$ cat src/rtl/instr_encoder.sv
// Packs decoded instruction fields into 32-bit words and queues them with byte addresses.
// Latency 1 from accept to out_valid; in_ready drops only when the FIFO is full.
module instr_encoder #(
    parameter int          DEPTH     = 4,
    parameter logic [31:0] BASE_ADDR = 32'h0
) (
    input  logic        clk,
    input  logic        rst,
    input  logic        in_valid,
    output logic        in_ready,
    input  logic [2:0]  in_type,
    input  logic [4:0]  in_rd,
    input  logic [4:0]  in_rs1,
    input  logic [4:0]  in_rs2,
    input  logic [2:0]  in_funct3,
    input  logic [6:0]  in_funct7,
    input  logic [19:0] in_imm,
    output logic        out_valid,
    input  logic        out_ready,
    output logic [31:0] out_instr,
    output logic [31:0] out_addr,
    output logic        err_o,
    output logic [7:0]  err_cnt
);

    localparam int AW = $clog2(DEPTH);
    localparam logic [AW:0] FULL_CNT = (AW + 1)'(DEPTH);

    typedef enum logic [2:0] {
        T_R   = 3'd0,
        T_I   = 3'd1,
        T_IL  = 3'd2,
        T_S   = 3'd3,
        T_B   = 3'd4,
        T_J   = 3'd5,
        T_JR  = 3'd6,
        T_ILL = 3'd7
    } instr_type_e;

    logic [31:0]   r_mem [DEPTH];
    logic [AW-1:0] r_wr_ptr;
    logic [AW-1:0] r_rd_ptr;
    logic [AW:0]   r_count;
    logic [31:0]   r_addr;
    logic          r_err;
    logic [7:0]    r_err_cnt;

    instr_type_e   w_type;
    logic [31:0]   w_enc;
    logic          w_full;
    logic          w_empty;
    logic          w_accept;
    logic          w_illegal;
    logic          w_push;
    logic          w_pop;

    assign w_type    = instr_type_e'(in_type);
    assign w_full    = (r_count == FULL_CNT);
    assign w_empty   = (r_count == '0);
    assign w_accept  = in_valid && !w_full;
    assign w_illegal = (w_type == T_ILL);
    assign w_push    = w_accept && !w_illegal;
    assign w_pop     = !w_empty && out_ready;

    // B uses the same immediate split as S; no RISC-V bit scrambling.
    always_comb begin
        w_enc = 32'h0;
        case (w_type)
            T_R:  w_enc = {in_funct7, in_rs2, in_rs1, in_funct3, in_rd, 7'b0110011};
            T_I:  w_enc = {in_imm[11:0], in_rs1, in_funct3, in_rd, 7'b0010011};
            T_IL: w_enc = {in_imm[11:0], in_rs1, in_funct3, in_rd, 7'b0000011};
            T_JR: w_enc = {in_imm[11:0], in_rs1, in_funct3, in_rd, 7'b1100111};
            T_S:  w_enc = {in_imm[11:5], in_rs2, in_rs1, in_funct3, in_imm[4:0], 7'b0100011};
            T_B:  w_enc = {in_imm[11:5], in_rs2, in_rs1, in_funct3, in_imm[4:0], 7'b1100011};
            T_J:  w_enc = {in_imm, in_rd, 7'b1101111};
            default: w_enc = 32'h0;
        endcase
    end

    always_ff @(posedge clk) begin
        if (w_push) begin
            r_mem[r_wr_ptr] <= w_enc;
        end
    end

    always_ff @(posedge clk or posedge rst) begin
        if (rst) begin
            r_wr_ptr <= '0;
            r_rd_ptr <= '0;
            r_count  <= '0;
            r_addr   <= BASE_ADDR;
        end else begin
            if (w_push) begin
                r_wr_ptr <= r_wr_ptr + 1'b1;
            end
            if (w_pop) begin
                r_rd_ptr <= r_rd_ptr + 1'b1;
                r_addr   <= r_addr + 32'd4;
            end
            case ({w_push, w_pop})
                2'b10:   r_count <= r_count + (AW + 1)'(1);
                2'b01:   r_count <= r_count - (AW + 1)'(1);
                default: r_count <= r_count;
            endcase
        end
    end

    always_ff @(posedge clk or posedge rst) begin
        if (rst) begin
            r_err     <= 1'b0;
            r_err_cnt <= 8'h0;
        end else begin
            r_err <= w_accept && w_illegal;
            if (w_accept && w_illegal && (r_err_cnt != 8'hFF)) begin
                r_err_cnt <= r_err_cnt + 8'd1;
            end
        end
    end

    // Empty FIFO drives zero so the reset value of out_instr is defined.
    assign out_instr = w_empty ? 32'h0 : r_mem[r_rd_ptr];
    assign out_valid = !w_empty;
    assign in_ready  = !w_full;
    assign out_addr  = r_addr;
    assign err_o     = r_err;
    assign err_cnt   = r_err_cnt;

endmodule

$ cat config.mk
export PLATFORM = sky130hd
export DESIGN_NAME = instr_encoder
export DESIGN_NICKNAME = d
export VERILOG_FILES = /design/src/rtl/instr_encoder.sv
export SDC_FILE = /design/constraint.sdc
export NUM_CORES = 1
export LEC_CHECK = 0
export BUFFER_PORTS_ARGS = -buffer_cell sky130_fd_sc_hd__clkbuf_2
export CORE_AREA = 4 4 128 130
export DETAILED_ROUTE_END_ITERATION = 10
export DIE_AREA = 0 0 132 134
export HOLD_SLACK_MARGIN = 0.08
export PLACE_DENSITY = 0.72
export SYNTH_ARGS = -nofsm -noshare
export SYNTH_HDL_FRONTEND = slang
export SYNTH_SLANG_ARGS = --single-unit
$ cat constraint.sdc
create_clock -name clk -period 6.5 [get_ports clk]
set_input_delay 0.325 -clock clk [delete_from_list [all_inputs] [get_ports clk]]
set_output_delay 0.325 -clock clk [all_outputs]
set_load 0.005 [all_outputs]
==> results of run 1 <==
## cell usage in the layout, fill, tap and decap left out, types with 17 or more instances in the layout
master	n
clkbuf_2	124
edfxtp_1	124
nand2_1	45
dfrtp_1	45
mux4_2	31
nor2b_1	31
nand3_1	26
o21ai_0	26
xor2_1	22
xnor2_1	21
inv_1	20
clkbuf_16	17
## layout make-up
cell class | count | area share (%)
Clock buffer | 19 | 4.79
Multi-Input combinational cell | 314 | 27.8
Sequential cell | 170 | 54.0
Clock inverter | 13 | 2.48
Inverter | 21 | 0.872
Tap cell | 188 | 2.60
Timing Repair Buffer | 131 | 7.45
## stage by stage
| step | area [sq um] | utilization, % |
|---|---|---|
| 4_1_cts | 9030 | 59.7 |
| 6_report | 9030 | 59.7 |
| 5_1_grt | 9030 | 59.7 |
| 2_1_floorplan | 7590 | - |
| 3_3_place_gp | 8380 | 55.3 |
| 3_5_place_dp | 8380 | 55.3 |
## power breakdown
part           total [uW]  internal [uW]  switching (uW)
Sequential           1490           1390            98.8
Combinational        1040            501             544
Clock                1110            717             391
Total                3640           2610            1030
## logic make-up (layout without fill, tap and decap cells)
family / count (synthesis) / count (layout) / share of synthesized area (%)
AND/OR/NAND/NOR: 173 / 173 / 12.4
flip-flops: 170 / 170 / 64.2
buffers and inverters: 50 / 184 / 2.77
AO/OA/AOI/OAI: 48 / 48 / 3.63
XOR/XNOR: 43 / 43 / 4.96
multiplexers: 40 / 40 / 10.5
adder cells (fa/ha/maj): 8 / 8 / 1.42
other: 1 / 2 / 0.0494
## path summary, 6_finish.rpt
check / to / depth (start not counted) / startpoint / slack (ns)
setup reg to reg: r_count[2] / 9 / r_count[0] / 4.05
setup / recovery: r_count[2] / 11 / in_type[0] / 3.90
hold reg to reg: out_addr[31] / 1 / out_addr[31] / 0.47
max in group asynchronous: r_rd_ptr[0] / 2 / rst / 5.74
hold / removal: out_addr[16] / 2 / rst / 0.11
min in group clk: r_mem[3][18] / 3 / in_rs1[3] / 0.26
## state kept, by name, summed over array words and instances (netlist names)
register / cells
r_wr_ptr: 2
out_addr: 30
err_o: 1
r_mem: 124
r_rd_ptr: 2
err_cnt: 8
r_count: 3
## layer usage
metal	global-route usage (%)	vias to the layer above
li1	-	2197
met1	25.0	2371
met2	30.3	214
met3	4.31	25
met4	7.06	0
met5	0	-
## worst register-to-register path: cells and delay by family, from the launching register on
family	cells	cell delay, ns
XOR/XNOR	2	0.31
adder cells (fa/ha/maj)	2	0.54
AND/OR/NAND/NOR	3	0.94
flip-flops	1	0.44
buffers and inverters	2	0.14
==> results.json, run 1 <==
{
  "cp_max_fo": 33,
  "drt_pass1_iterations": 5,
  "vias": 4807,
  "post_cts_buffers": 0,
  "nets": 715,
  "drc": 0,
  "path_clk_slew_ns": 0.06,
  "hold_path.class": "in2async",
  "p_leak_uw": 0.00366,
  "gp_congestion": 0.854,
  "antenna_found_initial": 0,
  "pre_cts_slack_ns": 3.52,
  "ys_top_cells_by_area": "edfxtp_1 (49%), dfrtp_1 (15%), mux4_2 (9.2%), nor2b_1 (2.6%), xor2_1 (2.5%)",
  "grt_overflow": 0,
  "yosysMostFrequentCell": "edfxtp_1",
  "cp_data_arrival_time_ns": 2.94,
  "setup.worst_path.end_class": "flop",
  "synth_cell_types": 45,
  "cts_tree": "built",
  "syn_inst": 533,
  "num_rows": 45,
  "clkSinkCount": 170,
  "cp_cell_sequence": "clkbuf_2 -> and2_1 -> nand2_1 -> and3_1 -> inv_1 -> ha_1 -> inv_1 -> fa_1 -> xor2_1 -> nor2_1 -> xor2_1",
  "worst-path-buf-inv": 3,
  "drive_gt1_share_pct": 31.3,
  "cp-start-kind": "input port",
  "htreeDepth": 4,
  "hpwlAfterDp_um": 10600,
  "rsz0062_at_grt": "no",
  "finClkSkew_ns": 0.00638,
  "route.met2.wl_um": 7870,
  "grt_pass1_vias": 4777,
  "ys_ff_latch": 170,
  "syn_area_sq_um": 7590,
  "synthFlopType": "edfxtp_1",
  "max_slew.worst_pin.slew_ns": 1.14,
  "ys_seq_area_share_pct": 64.2,
  "io_buffers": 124,
  "hold_viol_final": 0,
  "critPathKind": "in2reg",
  "cts_buffers": 17,
  "ant_nets": 0,
  "grt_pass1_wl_um": 25700,
  "worstSkewPairLatency_ns": 0.41,
  "grt_max_degree": 47,
  "worstPathRequired_ns": 6.84,
  "post-route-period-util_pct": 40.1,
  "slew_headroom_pct": 23.4,
  "setup_tns_ns": 0,
  "coreArea_sq_um": 15100,
  "syn_avg_cell_area_sq_um": 14.2,
  "peakVddDrop_mv": 0.246,
  "setup_slack_ns": 3.90,
  "drt_iter0_drc": 325,
  "cts_root_buf": "clkbuf_16",
  "synth_async_sr_flop_share_pct": 27.1,
  "io_pins": 127,
  "power_uw": 3640,
  "routed_wirelength_um": 15900,
  "slew_violations": 0,
  "syn_to_final_growth_pct": 19.0,
  "cts-hold-fix-buffers": 0,
  "die_area_sq_um": 17700,
  "ff_latch_area_sq_um": 4880,
  "drv_cap": 0,
  "dpl.cell_count": 824,
  "setup_viol": 0,
  "power_density_nw_per_um2": 403,
  "wl_met1_um": 6530,
  "fp.dieW_um": 132,
  "synth-edff-count": 124,
  "status": "completed",
  "instances_no_fill": 856,
  "grt_usage_pct": 18.7,
  "fillCellCount": 1167,
  "synth_top_area_share_pct": 49.1,
  "multi_input_area_sq_um": 2510,
  "netlist.top_cell.by_area": "edfxtp_1",
  "clock.fmax_ghz": 0.384,
  "timing.hold.ws_ns": 0.111,
  "ys_warn_count": 0,
  "critPathSlowestCell": "and2_1",
  "yosys-top-cells-count": "edfxtp_1 (124), dfrtp_1 (46), nand2_1 (45), mux4_2 (31), nor2b_1 (31)",
  "cts-resized-gates": 0,
  "start_util_pct": 50.1,
  "die_y_um": 134,
  "path_delay_family": "simple AND/OR/NAND/NOR gates",
  "wl_per_cell_um": 18.6,
  "top_layer_used": "met4",
  "antenna_cells": 0,
  "vias_per_cell": 5.62,
  "wl_met3_um": 1230,
  "cts.path.max_buffers": 2,
  "period_minus_slack_ns": 2.60,
  "cp_slowest_stage_delay_ns": 0.51
}
(Power assumes the default switching activity.)
==> run 2, diff against run 1 <==
clock period = 2.4 ns   (was 6.5 ns; I/O delays follow)
==> run 2 against run 1 <==
Setup slack got worse by 3.7 ns. Flip-flop and latch count unchanged. Via count increased by 0.81%. Critical path type is now reg2reg.
==> results.json, run 2 (synthesis gave the netlist of run 1 again) <==
{
  "status": "completed",
  "syn_to_final_growth_pct": 20.6,
  "drv_cap": 0,
  "num_rows": 45,
  "die_area_sq_um": 17700,
  "r2r_end": "r_count[2]",
  "power_density_nw_per_um2": 1050,
  "grt_overflow": 0,
  "cts_tree": "built",
  "htreeDepth": 4,
  "critPathKind": "reg2reg",
  "setup_viol": 0,
  "io_buffers": 124,
  "cp_slowest_stage_delay_ns": 0.42,
  "grt_pass1_vias": 4999,
  "instances_no_fill": 878,
  "antenna_found_initial": 0,
  "grt_usage_pct": 19.2,
  "period_minus_slack_ns": 2.19,
  "coreArea_sq_um": 15100,
  "path_clk_slew_ns": 0.06,
  "ant_nets": 0,
  "grt_pass1_wl_um": 26300,
  "die_y_um": 134,
  "grt_max_degree": 43,
  "crit_end": "r_count[2]",
  "vias_per_cell": 5.52,
  "timing.hold.ws_ns": 0.111,
  "nets": 737,
  "gp_congestion": 0.843,
  "hpwlAfterDp_um": 10900,
  "setup.worst_path.end_class": "flop",
  "hold_path.class": "in2reg",
  "vias": 4846,
  "drive_gt1_share_pct": 32.8,
  "p_leak_uw": 0.00374,
  "slew_violations": 0,
  "fp.dieW_um": 132,
  "cts.path.max_buffers": 2,
  "wl_per_cell_um": 18.4,
  "reg2reg_slack_ns": 0.21,
  "cp_max_fo": 4,
  "io_pins": 127,
  "worstPathRequired_ns": 2.74,
  "start_util_pct": 50.1,
  "post-route-period-util_pct": 91.4,
  "finClkSkew_ns": 0.00659,
  "cts_buffers": 17,
  "drt_iter0_drc": 321,
  "drt_pass1_iterations": 5,
  "drc": 0,
  "cp-start-kind": "flop",
  "crit_cells": 9,
  "cts_root_buf": "clkbuf_16",
  "antenna_cells": 0,
  "slew_headroom_pct": 55.1,
  "dpl.cell_count": 838,
  "reg2reg_depth": 9,
  "path_delay_family": "simple AND/OR/NAND/NOR gates",
  "largest_reg_flops": 124,
  "r2r-start": "r_count[1]",
  "crit_path_start": "r_count[1]",
  "max_slew.worst_pin.slew_ns": 0.672,
  "regMostFlops": "r_mem",
  "setup_tns_ns": 0,
  "final_cell_mix": "clkbuf_2 (124), edfxtp_1 (124), nand2_1 (45), dfrtp_1 (45)",
  "routed_wirelength_um": 16100,
  "hold_viol_final": 0,
  "critPathSlowestCell": "dfrtp_1",
  "clkSinkCount": 170,
  "worstSkewPairLatency_ns": 0.43,
  "rsz0062_at_grt": "no",
  "power_uw": 9640,
  "worst-path-buf-inv": 2,
  "cp_data_arrival_time_ns": 2.54,
  "peakVddDrop_mv": 0.582,
  "cp_cell_sequence": "or3b_4 -> and3_1 -> inv_1 -> ha_2 -> inv_1 -> fa_1 -> xor2_1 -> nor2_1 -> xor2_1",
  "clock.fmax_ghz": 0.456
}
[run 2: area by class of cell]
| type | count | area [sq um] |
|---|---|---|
| Clock buffer | 18 | 429 |
| Clock inverter | 14 | 148 |
| Fill cell | 1170 | 5990 |
| Inverter | 21 | 78.8 |
| Multi-Input combinational cell | 314 | 2520 |
| Sequential cell | 170 | 4880 |
| Tap cell | 188 | 235 |
| Timing Repair Buffer | 153 | 866 |
[run 2: where the power goes]
part | switching [uW] | leakage, uW | total, uW | internal (uW)
Clock | 1120 | 0.000272 | 2660 | 1540
Sequential | 260 | 0.00174 | 4010 | 3750
Combinational | 1500 | 0.00172 | 2970 | 1460
Total | 2890 | 0.00374 | 9640 | 6750
[run 2: tightest hold or removal path: cells and delay by family]
family	cells	cell delay, ns
buf+inv	1	0.09
simple gates	2	0.21
[run 2: metrics by stage]
step	area [sq um]	setup WS, ns	utilization (%)
2_1_floorplan	7590	0.0632	-
3_3_place_gp	8500	0.189	56.1
3_5_place_dp	8500	0.110	56.1
4_1_cts	9130	0.0827	60.3
5_1_grt	9150	0.0626	60.4
6_report	9150	0.206	60.4
[run 2: worst min-delay path by stage]
stage                       startpoint           end  slack, ns  depth (start not counted)
after detailed placement           rst    err_cnt[4]       0.25                          2
after global routing         in_rs1[1]  r_mem[2][16]       0.11                          3
after CTS                 in_funct3[1]  r_mem[3][13]       0.08                          3
after floorplan             in_type[1]   r_mem[0][1]       0.32                          1
final                        in_imm[5]  r_mem[3][17]       0.11                          3
after global placement             rst         err_o       0.23                          2
[run 2: what timing repair did]
item | CTS | global route
buffers inserted | 0 | 2
endpoints found under the setup margin | 0 | 1
hold buffers | 6 | 0
resized for setup | 0 | 2
hold endpoints to repair | 45 | 0
[run 2: per-layer routing]
layer  wire, um  GRT usage [%]  up-vias
li1           -              -     2247
met3        967           4.58       13
met5          0              0        -
met1       6860           25.8     2410
met2       8130           31.4      176
met4        176           5.60        0
